[src/rtl/wb_master_traffic_gen_pkg.sv]
// Shared definitions for the Wishbone traffic generator.
//   tg_state_e   : sweep FSM states
//   LFSR_POLY    : Galois LFSR feedback polynomial for the pseudo-random data option
//   LFSR_SEED    : base seed, OR-ed with the loop index at each phase start
//   CNT_WIDTH    : width of the error / mismatch counters
//   sat_inc      : saturating increment for the status counters
//   lfsr_step    : one right-shift Galois LFSR step
package wb_tg_pkg;

  localparam int unsigned CNT_WIDTH = 16;
  localparam logic [31:0] LFSR_POLY = 32'h8020_0003;
  localparam logic [31:0] LFSR_SEED = 32'hACE1_0000;

  typedef enum logic [2:0] {
    DELAY,
    WR_REQ,
    RD_REQ,
    GAP,
    DONE
  } tg_state_e;

  function automatic logic [CNT_WIDTH-1:0] sat_inc(input logic [CNT_WIDTH-1:0] v);
    return (&v) ? v : v + 1'b1;
  endfunction

  function automatic logic [31:0] lfsr_step(input logic [31:0] s);
    return (s >> 1) ^ (s[0] ? LFSR_POLY : 32'h0);
  endfunction

endpackage

[src/rtl/wb_master_traffic_gen_if.sv]
// Wishbone classic bus bundle between the traffic generator and a slave port.
//   cyc_o, stb_o, we_o, adr_o, dat_o, sel_o : master -> slave
//   dat_i, ack_i, err_i                     : slave -> master
// Signal names keep the master-side suffixes of the original flat port list.
interface wb_master_traffic_gen_if #(
  parameter int unsigned ADDR_WIDTH = 16,
  parameter int unsigned DATA_WIDTH = 32,
  parameter int unsigned GRANULE    = 8
);
  localparam int unsigned SEL_WIDTH = DATA_WIDTH / GRANULE;

  logic                  cyc_o;
  logic                  stb_o;
  logic                  we_o;
  logic [ADDR_WIDTH-1:0] adr_o;
  logic [DATA_WIDTH-1:0] dat_o;
  logic [SEL_WIDTH-1:0]  sel_o;
  logic [DATA_WIDTH-1:0] dat_i;
  logic                  ack_i;
  logic                  err_i;

  modport master (
    output cyc_o, stb_o, we_o, adr_o, dat_o, sel_o,
    input  dat_i, ack_i, err_i
  );

  modport slave (
    input  cyc_o, stb_o, we_o, adr_o, dat_o, sel_o,
    output dat_i, ack_i, err_i
  );

endinterface

[src/rtl/wb_master_traffic_gen_pattern.sv]
// Data pattern source for the traffic generator (module wb_tg_pattern_gen).
//   clk_i, rst_i : clock, asynchronous active-low reset
//   seed         : load seed (LFSR_SEED | seed_idx) for a new phase
//   advance      : step the generator after a completed beat
//   seed_idx     : loop index used for seeding
//   loop_idx     : current loop index (address-derived pattern)
//   adr          : current beat address (address-derived pattern)
//   data         : expected / write data for the current beat
// Macro WB_TG_LFSR_DATA_EN selects a 32-bit Galois LFSR replicated to
// DATA_WIDTH; otherwise data is the zero-extended address XOR loop parity.
module wb_tg_pattern_gen
  import wb_tg_pkg::*;
#(
  parameter int unsigned ADDR_WIDTH = 16,
  parameter int unsigned DATA_WIDTH = 32
) (
  input  logic                  clk_i,
  input  logic                  rst_i,
  input  logic                  seed,
  input  logic                  advance,
  input  logic [15:0]           seed_idx,
  input  logic [15:0]           loop_idx,
  input  logic [ADDR_WIDTH-1:0] adr,
  output logic [DATA_WIDTH-1:0] data
);

`ifdef WB_TG_LFSR_DATA_EN
  localparam int unsigned REPS = (DATA_WIDTH + 31) / 32;

  logic [31:0] lfsr;

  // Seed wins over advance: the last beat of a phase reseeds for the next one.
  always_ff @(posedge clk_i or negedge rst_i) begin
    if (!rst_i) begin
      lfsr <= LFSR_SEED;
    end else if (seed) begin
      lfsr <= LFSR_SEED | {16'h0, seed_idx};
    end else if (advance) begin
      lfsr <= lfsr_step(lfsr);
    end
  end

  assign data = DATA_WIDTH'({REPS{lfsr}});

  logic unused_pattern;
  assign unused_pattern = &{1'b0, adr, loop_idx};
`else
  assign data = DATA_WIDTH'(adr) ^ {DATA_WIDTH{loop_idx[0]}};

  logic unused_pattern;
  assign unused_pattern = &{1'b0, clk_i, rst_i, seed, advance, seed_idx, loop_idx[15:1]};
`endif

endmodule

[src/rtl/wb_master_traffic_gen.sv]
// Wishbone classic master running write-then-readback sweeps over
// [START_ADDR, END_ADDR] with STRIDE, for LOOPS passes (0 = forever),
// self-checking read data and counting errors / timeouts.
//   clk_i, rst_i      : clock, asynchronous active-low reset
//   wb (master)       : Wishbone bus bundle
//   done_o            : all loops complete (sticky until reset)
//   pass_o            : done_o with zero errors and zero mismatches
//   err_cnt_o         : err_i responses + timeouts, saturating
//   mismatch_cnt_o    : read-compare failures, saturating
// Optional macro WB_TG_LFSR_DATA_EN selects LFSR data (see wb_tg_pattern_gen).
module wb_master_traffic_gen
  import wb_tg_pkg::*;
#(
  parameter int unsigned           ADDR_WIDTH     = 16,
  parameter int unsigned           DATA_WIDTH     = 32,
  parameter int unsigned           GRANULE        = 8,
  parameter logic [ADDR_WIDTH-1:0] START_ADDR     = 'h2000,
  parameter logic [ADDR_WIDTH-1:0] END_ADDR       = 'h200f,
  parameter int unsigned           STRIDE         = 1,
  parameter int unsigned           LOOPS          = 1,
  parameter int unsigned           INITIAL_DELAY  = 1,
  parameter int unsigned           WAIT_CYCLES    = 0,
  parameter int unsigned           TIMEOUT_CYCLES = 16
) (
  input  logic                 clk_i,
  input  logic                 rst_i,
  wb_master_traffic_gen_if.master wb,
  output logic                 done_o,
  output logic                 pass_o,
  output logic [CNT_WIDTH-1:0] err_cnt_o,
  output logic [CNT_WIDTH-1:0] mismatch_cnt_o
);

  localparam int unsigned SEL_WIDTH = DATA_WIDTH / GRANULE;

  tg_state_e             state;
  logic                  cyc;
  logic                  stb;
  logic                  we;
  logic [ADDR_WIDTH-1:0] adr;
  logic [31:0]           loop_cnt;
  logic [31:0]           delay_cnt;
  logic [31:0]           wait_cnt;
  logic [31:0]           gap_cnt;
  logic [CNT_WIDTH-1:0]  err_cnt;
  logic [CNT_WIDTH-1:0]  mism_cnt;
  logic                  done;

  logic                  resp;
  logic                  tmo;
  logic                  beat_end;
  logic [ADDR_WIDTH:0]   nxt;
  logic                  last;
  logic                  final_beat;
  tg_state_e             next_req;
  logic                  seed;
  logic                  advance;
  logic [15:0]           seed_idx;
  logic [DATA_WIDTH-1:0] pattern;

  always_comb begin
    resp       = wb.ack_i | wb.err_i;
    tmo        = (TIMEOUT_CYCLES != 0) && !resp && (wait_cnt == TIMEOUT_CYCLES - 1);
    beat_end   = ((state == WR_REQ) || (state == RD_REQ)) && (resp || tmo);
    // Extra MSB catches wrap-around past the top of the address space.
    nxt        = {1'b0, adr} + (ADDR_WIDTH+1)'(STRIDE);
    last       = nxt > {1'b0, END_ADDR};
    final_beat = last && (state == RD_REQ) && (LOOPS != 0) && (loop_cnt + 32'd1 == LOOPS);
    next_req   = state;
    if (last) next_req = (state == WR_REQ) ? RD_REQ : WR_REQ;
    seed       = ((state == DELAY) && (delay_cnt >= INITIAL_DELAY)) || (beat_end && last);
    advance    = beat_end;
    seed_idx   = (state == RD_REQ) ? loop_cnt[15:0] + 16'd1 : loop_cnt[15:0];
  end

  wb_tg_pattern_gen #(
    .ADDR_WIDTH (ADDR_WIDTH),
    .DATA_WIDTH (DATA_WIDTH)
  ) u_pattern (
    .clk_i    (clk_i),
    .rst_i    (rst_i),
    .seed     (seed),
    .advance  (advance),
    .seed_idx (seed_idx),
    .loop_idx (loop_cnt[15:0]),
    .adr      (adr),
    .data     (pattern)
  );

  always_ff @(posedge clk_i or negedge rst_i) begin
    if (!rst_i) begin
      state     <= DELAY;
      cyc       <= 1'b0;
      stb       <= 1'b0;
      we        <= 1'b0;
      adr       <= START_ADDR;
      loop_cnt  <= '0;
      delay_cnt <= '0;
      wait_cnt  <= '0;
      gap_cnt   <= '0;
      err_cnt   <= '0;
      mism_cnt  <= '0;
      done      <= 1'b0;
    end else begin
      case (state)
        DELAY: begin
          if (delay_cnt >= INITIAL_DELAY) begin
            state <= WR_REQ;
            cyc   <= 1'b1;
            stb   <= 1'b1;
            we    <= 1'b1;
          end else begin
            delay_cnt <= delay_cnt + 32'd1;
          end
        end

        WR_REQ, RD_REQ: begin
          if (!beat_end) begin
            wait_cnt <= wait_cnt + 32'd1;
          end else begin
            wait_cnt <= '0;
            // err_i (alone or with ack_i) and timeouts count as errors, never compared.
            if (wb.err_i || tmo) begin
              err_cnt <= sat_inc(err_cnt);
            end else if ((state == RD_REQ) && (wb.dat_i != pattern)) begin
              mism_cnt <= sat_inc(mism_cnt);
            end

            if (!last) begin
              adr <= nxt[ADDR_WIDTH-1:0];
            end else begin
              adr <= START_ADDR;
              if (state == WR_REQ) begin
                we <= 1'b0;
              end else begin
                loop_cnt <= loop_cnt + 32'd1;
                we       <= 1'b1;
              end
            end

            if (final_beat) begin
              state <= DONE;
              cyc   <= 1'b0;
              stb   <= 1'b0;
              we    <= 1'b0;
              done  <= 1'b1;
            end else if ((WAIT_CYCLES == 0) && !tmo) begin
              state <= next_req;
            end else begin
              // An aborted beat always releases the bus for at least one cycle.
              state   <= GAP;
              cyc     <= 1'b0;
              stb     <= 1'b0;
              gap_cnt <= '0;
            end
          end
        end

        GAP: begin
          if (gap_cnt + 32'd1 >= WAIT_CYCLES) begin
            state <= we ? WR_REQ : RD_REQ;
            cyc   <= 1'b1;
            stb   <= 1'b1;
          end else begin
            gap_cnt <= gap_cnt + 32'd1;
          end
        end

        DONE: begin
          cyc <= 1'b0;
          stb <= 1'b0;
        end

        default: state <= DELAY;
      endcase
    end
  end

  assign wb.cyc_o       = cyc;
  assign wb.stb_o       = stb;
  assign wb.we_o        = we;
  assign wb.adr_o       = adr;
  assign wb.dat_o       = (cyc && we) ? pattern : '0;
  assign wb.sel_o       = {SEL_WIDTH{cyc}};
  assign done_o         = done;
  assign pass_o         = done && (err_cnt == '0) && (mism_cnt == '0);
  assign err_cnt_o      = err_cnt;
  assign mismatch_cnt_o = mism_cnt;

endmodule

[src/flat_wrapper.sv]
// flat-port wrapper written by rule: the top's interface ports become plain ports
module wb_master_traffic_gen_flat import wb_tg_pkg::*;
#(
  parameter int unsigned           ADDR_WIDTH     = 16,
  parameter int unsigned           DATA_WIDTH     = 32,
  parameter int unsigned           GRANULE        = 8,
  parameter logic [ADDR_WIDTH-1:0] START_ADDR     = 'h2000,
  parameter logic [ADDR_WIDTH-1:0] END_ADDR       = 'h200f,
  parameter int unsigned           STRIDE         = 1,
  parameter int unsigned           LOOPS          = 1,
  parameter int unsigned           INITIAL_DELAY  = 1,
  parameter int unsigned           WAIT_CYCLES    = 0,
  parameter int unsigned           TIMEOUT_CYCLES = 16
)
  (clk_i, rst_i, done_o, pass_o, err_cnt_o, mismatch_cnt_o, wb_cyc_o, wb_stb_o, wb_we_o, wb_adr_o, wb_dat_o, wb_sel_o, wb_dat_i, wb_ack_i, wb_err_i);
  wb_master_traffic_gen_if #(.ADDR_WIDTH(ADDR_WIDTH), .DATA_WIDTH(DATA_WIDTH), .GRANULE(GRANULE)) wb_i ();
  input  logic clk_i;
  input  logic rst_i;
  output logic done_o;
  output logic pass_o;
  output logic [CNT_WIDTH-1:0] err_cnt_o;
  output logic [CNT_WIDTH-1:0] mismatch_cnt_o;
  output wire logic [$bits(wb_i.cyc_o)-1:0] wb_cyc_o;
  output wire logic [$bits(wb_i.stb_o)-1:0] wb_stb_o;
  output wire logic [$bits(wb_i.we_o)-1:0] wb_we_o;
  output wire logic [$bits(wb_i.adr_o)-1:0] wb_adr_o;
  output wire logic [$bits(wb_i.dat_o)-1:0] wb_dat_o;
  output wire logic [$bits(wb_i.sel_o)-1:0] wb_sel_o;
  input wire logic [$bits(wb_i.dat_i)-1:0] wb_dat_i;
  input wire logic [$bits(wb_i.ack_i)-1:0] wb_ack_i;
  input wire logic [$bits(wb_i.err_i)-1:0] wb_err_i;
  assign wb_cyc_o = wb_i.cyc_o;
  assign wb_stb_o = wb_i.stb_o;
  assign wb_we_o = wb_i.we_o;
  assign wb_adr_o = wb_i.adr_o;
  assign wb_dat_o = wb_i.dat_o;
  assign wb_sel_o = wb_i.sel_o;
  assign wb_i.dat_i = wb_dat_i;
  assign wb_i.ack_i = wb_ack_i;
  assign wb_i.err_i = wb_err_i;
  wb_master_traffic_gen #(.ADDR_WIDTH(ADDR_WIDTH), .DATA_WIDTH(DATA_WIDTH), .GRANULE(GRANULE), .START_ADDR(START_ADDR), .END_ADDR(END_ADDR), .STRIDE(STRIDE), .LOOPS(LOOPS), .INITIAL_DELAY(INITIAL_DELAY), .WAIT_CYCLES(WAIT_CYCLES), .TIMEOUT_CYCLES(TIMEOUT_CYCLES)) u_core (.clk_i(clk_i), .rst_i(rst_i), .wb(wb_i), .done_o(done_o), .pass_o(pass_o), .err_cnt_o(err_cnt_o), .mismatch_cnt_o(mismatch_cnt_o));
endmodule
[config.mk]
export PLATFORM = sky130hd
export DESIGN_NAME = wb_master_traffic_gen_flat
export DESIGN_NICKNAME = d
export VERILOG_FILES = /design/src/rtl/wb_master_traffic_gen_pkg.sv /design/src/rtl/wb_master_traffic_gen_if.sv /design/src/rtl/wb_master_traffic_gen_pattern.sv /design/src/rtl/wb_master_traffic_gen.sv /design/src/flat_wrapper.sv
export SDC_FILE = /design/constraint.sdc
export NUM_CORES = 1
export LEC_CHECK = 0
export ABC_CLOCK_PERIOD_IN_PS = 8400
export BUFFER_PORTS_ARGS = -buffer_cell sky130_fd_sc_hd__clkbuf_2
export CELL_PAD_IN_SITES_DETAIL_PLACEMENT = 0
export CELL_PAD_IN_SITES_GLOBAL_PLACEMENT = 2
export CORE_UTILIZATION = 35
export DETAILED_ROUTE_END_ITERATION = 12
export HOLD_SLACK_MARGIN = 0.15
export MAX_ROUTING_LAYER = met4
export PLACE_DENSITY = 0.82
export SLEW_MARGIN = 20
export SYNTH_ARGS = -nofsm -noshare
export SYNTH_HDL_FRONTEND = slang
export SYNTH_SLANG_ARGS = --single-unit
[constraint.sdc]
create_clock -name clk_i -period 8.4 [get_ports clk_i]
set_clock_uncertainty 0.2 [all_clocks]
set_input_delay 0.84 -clock clk_i [delete_from_list [all_inputs] [get_ports clk_i]]
set_output_delay 0.84 -clock clk_i [all_outputs]
set_load 0.05 [all_outputs]
== Yosys cells after proc, flatten, opt, wreduce, memory -nomap -nowiden ==
Cells that the tools add are included.
W data, S select, Z words.
Operators by class
  equality and inequality tests: 16
  order comparisons: 3
  multiplexer cells: 28
  add/subtract/negate cells: 7
  bitwise operators: 8
  reductions and logical operators: 31
Operator list (number)
  $mux W32: 6
  $add A32 B1 Y32 const B: 4
  $ge A32 B1 Y1 const B: 2
  $pmux W32 S2: 1
  $add A16 B1 Y16 const B: 2
  $eq A32 B1 Y1 const B: 1
  $eq A32 B4 Y1 const B: 1
  $logic_not A16 Y1: 2
  $ne A32 B32 Y1: 1
  $reduce_and A16 Y1: 2
  $xor A16 B32 Y32: 1
  $reduce_and A5 Y1: 4
  $mux W3: 6
  $add A16 B1 Y17 const B: 1
  $gt A17 B14 Y1 const B: 1
  $mux W16: 1
  $pmux W3 S4: 1
  $reduce_and A4 Y1: 3
  $mux W1: 9
  $logic_and A1 B1 Y1: 8
  $eq A3 B2 Y1 const B: 2
  $ne A2 B1 Y1 const B: 3
  $ne A2 B2 Y1 const B: 3
  $ne A3 B1 Y1 const B: 2
  16 further kinds: 26
Word-level totals
  input port bits: 36
  register bits: 182
  output and inout port bits: 89
  logic and storage cells: 104

== Longest topological paths before layout ==
  depth after elaboration: 7
  mapped depth: 13
  depth with buffers taken out: 10

== Hierarchy ==
A second synthesis with hierarchy kept.
Unflattened totals
  cells, all modules: 991
  area total of the unflattened synthesis: 9038.7 um^2
Modules (own cells, without submodules)
  wb_master_traffic_gen: times used 1, sequential area each 3754.9 um^2, cells each 957, area an instance 8747.1 um^2
  wb_tg_pattern_gen: times used 1, sequential area each 0.0 um^2, cells each 34, area an instance 291.5 um^2

== Least setup slack after synthesis ==
No wires, ideal clock.
  path type: register -> output
  from: register u_core.cyc (netlist: u_core.wb.cyc_o)
  to: output port wb_dat_o[17]
  setup slack: 4.632 ns
  required time: 7.360 ns
  cell stages (with the launch flop): 5
  path buffers: 2
  arrival: 2.728 ns
  path through: dfrtp_1 nand2_1 clkbuf_1 nor2_1 buf_4
Between the ends
  longest elaborated chain between the ends: 2
Ends and longest elaborated chain
  from (decl): RTL line wb_master_traffic_gen.sv:37  | logic cyc;
  from (signal assigned): RTL line wb_master_traffic_gen.sv:93  | cyc <= 1'b0;
  from (signal assigned): RTL line wb_master_traffic_gen.sv:109  | cyc <= 1'b1;
  from (signal assigned): RTL line wb_master_traffic_gen.sv:143  | cyc <= 1'b0;
  $logic_and A1 B1 Y1: RTL line wb_master_traffic_gen.sv:183  | assign wb.dat_o = (cyc && we) ? pattern : '0;
  $mux W32: RTL line wb_master_traffic_gen.sv:183
  to (decl): RTL line flat_wrapper.sv:27  | output wire logic [$bits(wb_i.dat_o)-1:0] wb_dat_o;
Every way passes these cells.

== Worst setup path in the final report ==
  from: register u_core.adr[0] (netlist: u_core.wb.adr_o[0])
  to: register u_core.loop_cnt[12]
Between the ends
  longest elaborated chain between the ends: 3
Ends and longest elaborated chain
  from (decl): RTL line wb_master_traffic_gen.sv:40  | logic [ADDR_WIDTH-1:0] adr;
  from (signal assigned): RTL line wb_master_traffic_gen.sv:130  | adr <= nxt[ADDR_WIDTH-1:0];
  $add A16 B1 Y17: RTL line wb_master_traffic_gen.sv:66  | nxt = {1'b0, adr} + (ADDR_WIDTH+1)'(STRIDE);
  $gt A17 B14 Y1: RTL line wb_master_traffic_gen.sv:67  | last = nxt > {1'b0, END_ADDR};
  $reduce_and A4 Y1 (no line)
  to (signal assigned): RTL line wb_master_traffic_gen.sv:136  | loop_cnt <= loop_cnt + 32'd1;
  to (decl): RTL line wb_master_traffic_gen.sv:41  | logic [31:0] loop_cnt;
Every way passes these cells.
A chain may end at the register's enable or synchronous reset.

==> results.tsv <==
stage	metric	value	unit
final_layout	share of cells above drive strength 1	17.9	%
detailed_routing	DRT Pass-1 Iters	4	
logic_synthesis	post-synthesis cell count	912	
timing	endpoints failing hold	0	
detailed_routing	DRT iter0 DRCs	367	
worst_setup_path	startpoint types	flop	
worst_setup_path	worst-path maximum fanout	19	
timing	unrepaired setup endpoints after global routing	false	
cts	PostCTS Resize Cnt	0	
logic_synthesis	Seq/Total Area, Yosys	44.5	%
final_layout	fillcell total	2367	
global_routing	number of global-route vias before repair	6270	
global_routing	total global routing overflow	0	
timing	Worst-Margin Slew	0.817	ns
timing	Final Cycle Share	48.3	%
timing	final worst setup slack	4.34	ns
placed_design	PortBufs	124	
timing	fin crit period	4.06	ns
cts	htree depth	4	
final_layout	P&R area growth vs syn	14.7	%
final_layout	Reg area	3750	um2
final_layout	# diodes	0	
logic_synthesis	synth top area cells	dfrtp_1, xor2_1, xnor2_1, nor2_1, nand3_1	
logic_synthesis	Post-synth top cells	dfrtp_1, nor2_1, nand2_1	
detailed_routing	WL per Instance	15.4	um
logic_synthesis	Yosys warnings	0	
logic_synthesis	Mean Syn Cell Area	9.24	um2
logic_synthesis	Netlist cell types	65	
cts	Inserted Clock Buffers	17	
hold_path	HP Class	reg2reg	
global_routing	Tot GR Track Use	17.3	%
die	core area	23500	um2
timing	TNS Setup	0	ns
logic_synthesis	Most used DFF post-synth	dfrtp_1	
logic_synthesis	Netlist Area Pre-Place	8430	um2
global_routing	largest net degree at the start of global routing	90	
cts	Clock Latency Late Sink	0.42	ns
timing	setup violators final	0	
logic_synthesis	post-synthesis register bit count	150	
final_layout	multi-input logic area	4160	um2
detailed_routing	final WL	19900	um
logic_synthesis	asr flop ratio synth	100	%
logic_synthesis	most common cell in the netlist	dfrtp_1	
cts	cts hold-fix bufs	0	
detailed_routing	post-route ant nets	0	
die	die width	157	um
flow_run	Max Cap Viol	0	
placed_design	placed wire-length estimate	13800	um
logic_synthesis	share of the synthesized area in the top cell type	44.2	%
final_layout	Nets	1013	
global_routing	initial antenna violation count	0	
global_routing	first-pass GRT wire length	32700	um
timing	Max Slew Vio Count	0	
worst_setup_path	Setup CP Type	reg2reg	
placed_design	RD Place Congestion	0.775	
cts	Root Driver	clkbuf_16	
cts	TritonCTS clock tree	built	
die	I/O pin cnt	125	
die	Initial Util	35.8	%
worst_setup_path	crit path DAT	4.16	ns
logic_synthesis	number of synthesized flops with an enable pin	0	
pwr	Pleak	4.50	nW
pwr	worst-case vdd ir drop	0.133	mV
die	row cnt	56	
cts	clk slew on worst S/H paths	0.06	ns
cts	Post-CTS Setup Repair Bufs	0	
detailed_routing	Residual DRC	0	
worst_setup_path	critical path data required time	8.50	ns
pwr	PD cells	162	nW/um2
detailed_routing	DR vias	6560	
die	Die Ht	157	um
timing	headroom to the max-slew limit	45.5	%
placed_design	Setup WS pre-CTS	4.38	ns
logic_synthesis	Net Count, Synth	960	
cts	CTS max path bufs	2	
timing	FMAX	0.246	GHz
detailed_routing	vias per cell	5.06	
cts	CTS sink count	150	
worst_setup_path	Setup crit end kind	flop	
status	status	finished clean	
logic_synthesis	area leader, netlist	dfrtp_1	
die	full die area	24700	um2
[per-stage QoR]
step | std cells | hold slack [ns] | utilization [%] | instance area, um2 | power (mW)
after global routing | 1296 | 0.188 | 41.1 | 9670 | 1.62
after detailed placement | 1265 | 0.166 | 38.4 | 9040 | 0.770
after floorplan | 912 | 0.229 | - | 8430 | 0.742
after global placement | 1265 | 0.165 | 38.4 | 9040 | 0.770
after CTS | 1296 | 0.181 | 41.1 | 9670 | 1.59
final | 1296 | 0.175 | 41.1 | 9670 | 1.56
[power breakdown]
part           leakage (nW)  internal [mW]  total (mW)  switching [mW]
Combinational          2.21        0.00966      0.0323          0.0226
Clock                 0.295          0.504       0.807           0.304
Sequential             1.99          0.723       0.723               0
Total                  4.50           1.24        1.56           0.326
[worst max-delay path, cell delays in order (launching register included)]
cell     delay, ns
dfrtp_1       0.58
ha_1          0.38
nand3_2       0.19
nor3_1        0.35
nor3_1        0.07
or3_1         0.42
a21oi_4       0.45
nand4_2       0.49
or4_1         0.68
xnor2_1       0.14
[cell type report]
cell class                 count  share of cell area (%)
clock buffer                  19                    4.58
clock inverter                12                    1.85
inverter                      18                   0.699
multi-input combinational    649                    43.0
sequential                   150                    38.8
tap                          319                    4.13
timing repair buffer         129                    6.87
[cell families after synthesis]
group	share of synthesized area [%]
DFF	44.5
AOI/OAI and AO/OA	7.56
adders and majority gates	1.78
muxes	1.10
buffers and inverters	6.16
xor gates and xnor gates	13.3
and+or+nand+nor	25.6
[path summary, 6_finish.rpt]
path / from / end / slack, ns / depth (start not counted)
setup / recovery: u_core.wb.adr_o[0] / u_core.loop_cnt[12] / 4.34 / 9
hold / removal: u_core.delay_cnt[28] / u_core.delay_cnt[28] / 0.18 / 0
setup reg to reg: u_core.wb.adr_o[0] / u_core.loop_cnt[12] / 4.34 / 9
hold reg to reg: u_core.delay_cnt[28] / u_core.delay_cnt[28] / 0.18 / 0
max in group asynchronous: rst_i / u_core.wait_cnt[27] / 6.36 / 2
min in group asynchronous: rst_i / u_core.err_cnt_o[10] / 0.30 / 1
[sequential cells by signal, summed over array words and instances, names as in the netlist]
register               cells
u_core.mismatch_cnt_o     16
u_core.state               3
u_core.loop_cnt           32
u_core.err_cnt_o          16
u_core.wait_cnt           32
u_core.done_o              1
u_core.wb.we_o             1
u_core.delay_cnt          32
u_core.wb.adr_o           16
u_core.wb.cyc_o            1
[layout by cell type, fill, tap and decap left out, types with 7 or more instances in the layout]
master,synthesis,routed
clkbuf_16,0,17
a21oi_1,13,12
inv_1,18,18
nor2_1,95,94
mux2i_1,7,7
nor3_1,30,30
clkbuf_2,1,123
xor2_1,65,65
nand2_1,70,70
ha_1,12,12
and2_1,12,12
o31ai_1,10,10
and3_1,20,20
and4_1,11,11
nor4_1,31,31
nand3_1,54,54
nand4_1,38,38
dfrtp_1,149,149
xnor2_1,63,63
o21ai_0,31,31
[layer usage]
| layer | GRT usage [%] | wire [um] | vias up |
|---|---|---|---|
| li1 | - | - | 3267 |
| met1 | 23.1 | 10000 | 3132 |
| met2 | 26.5 | 8880 | 146 |
| met3 | 3.39 | 827 | 15 |
| met4 | 4.76 | 190 | 0 |
| met5 | - | 0 | - |
No activity file was read; power rests on OpenSTA's default activity.
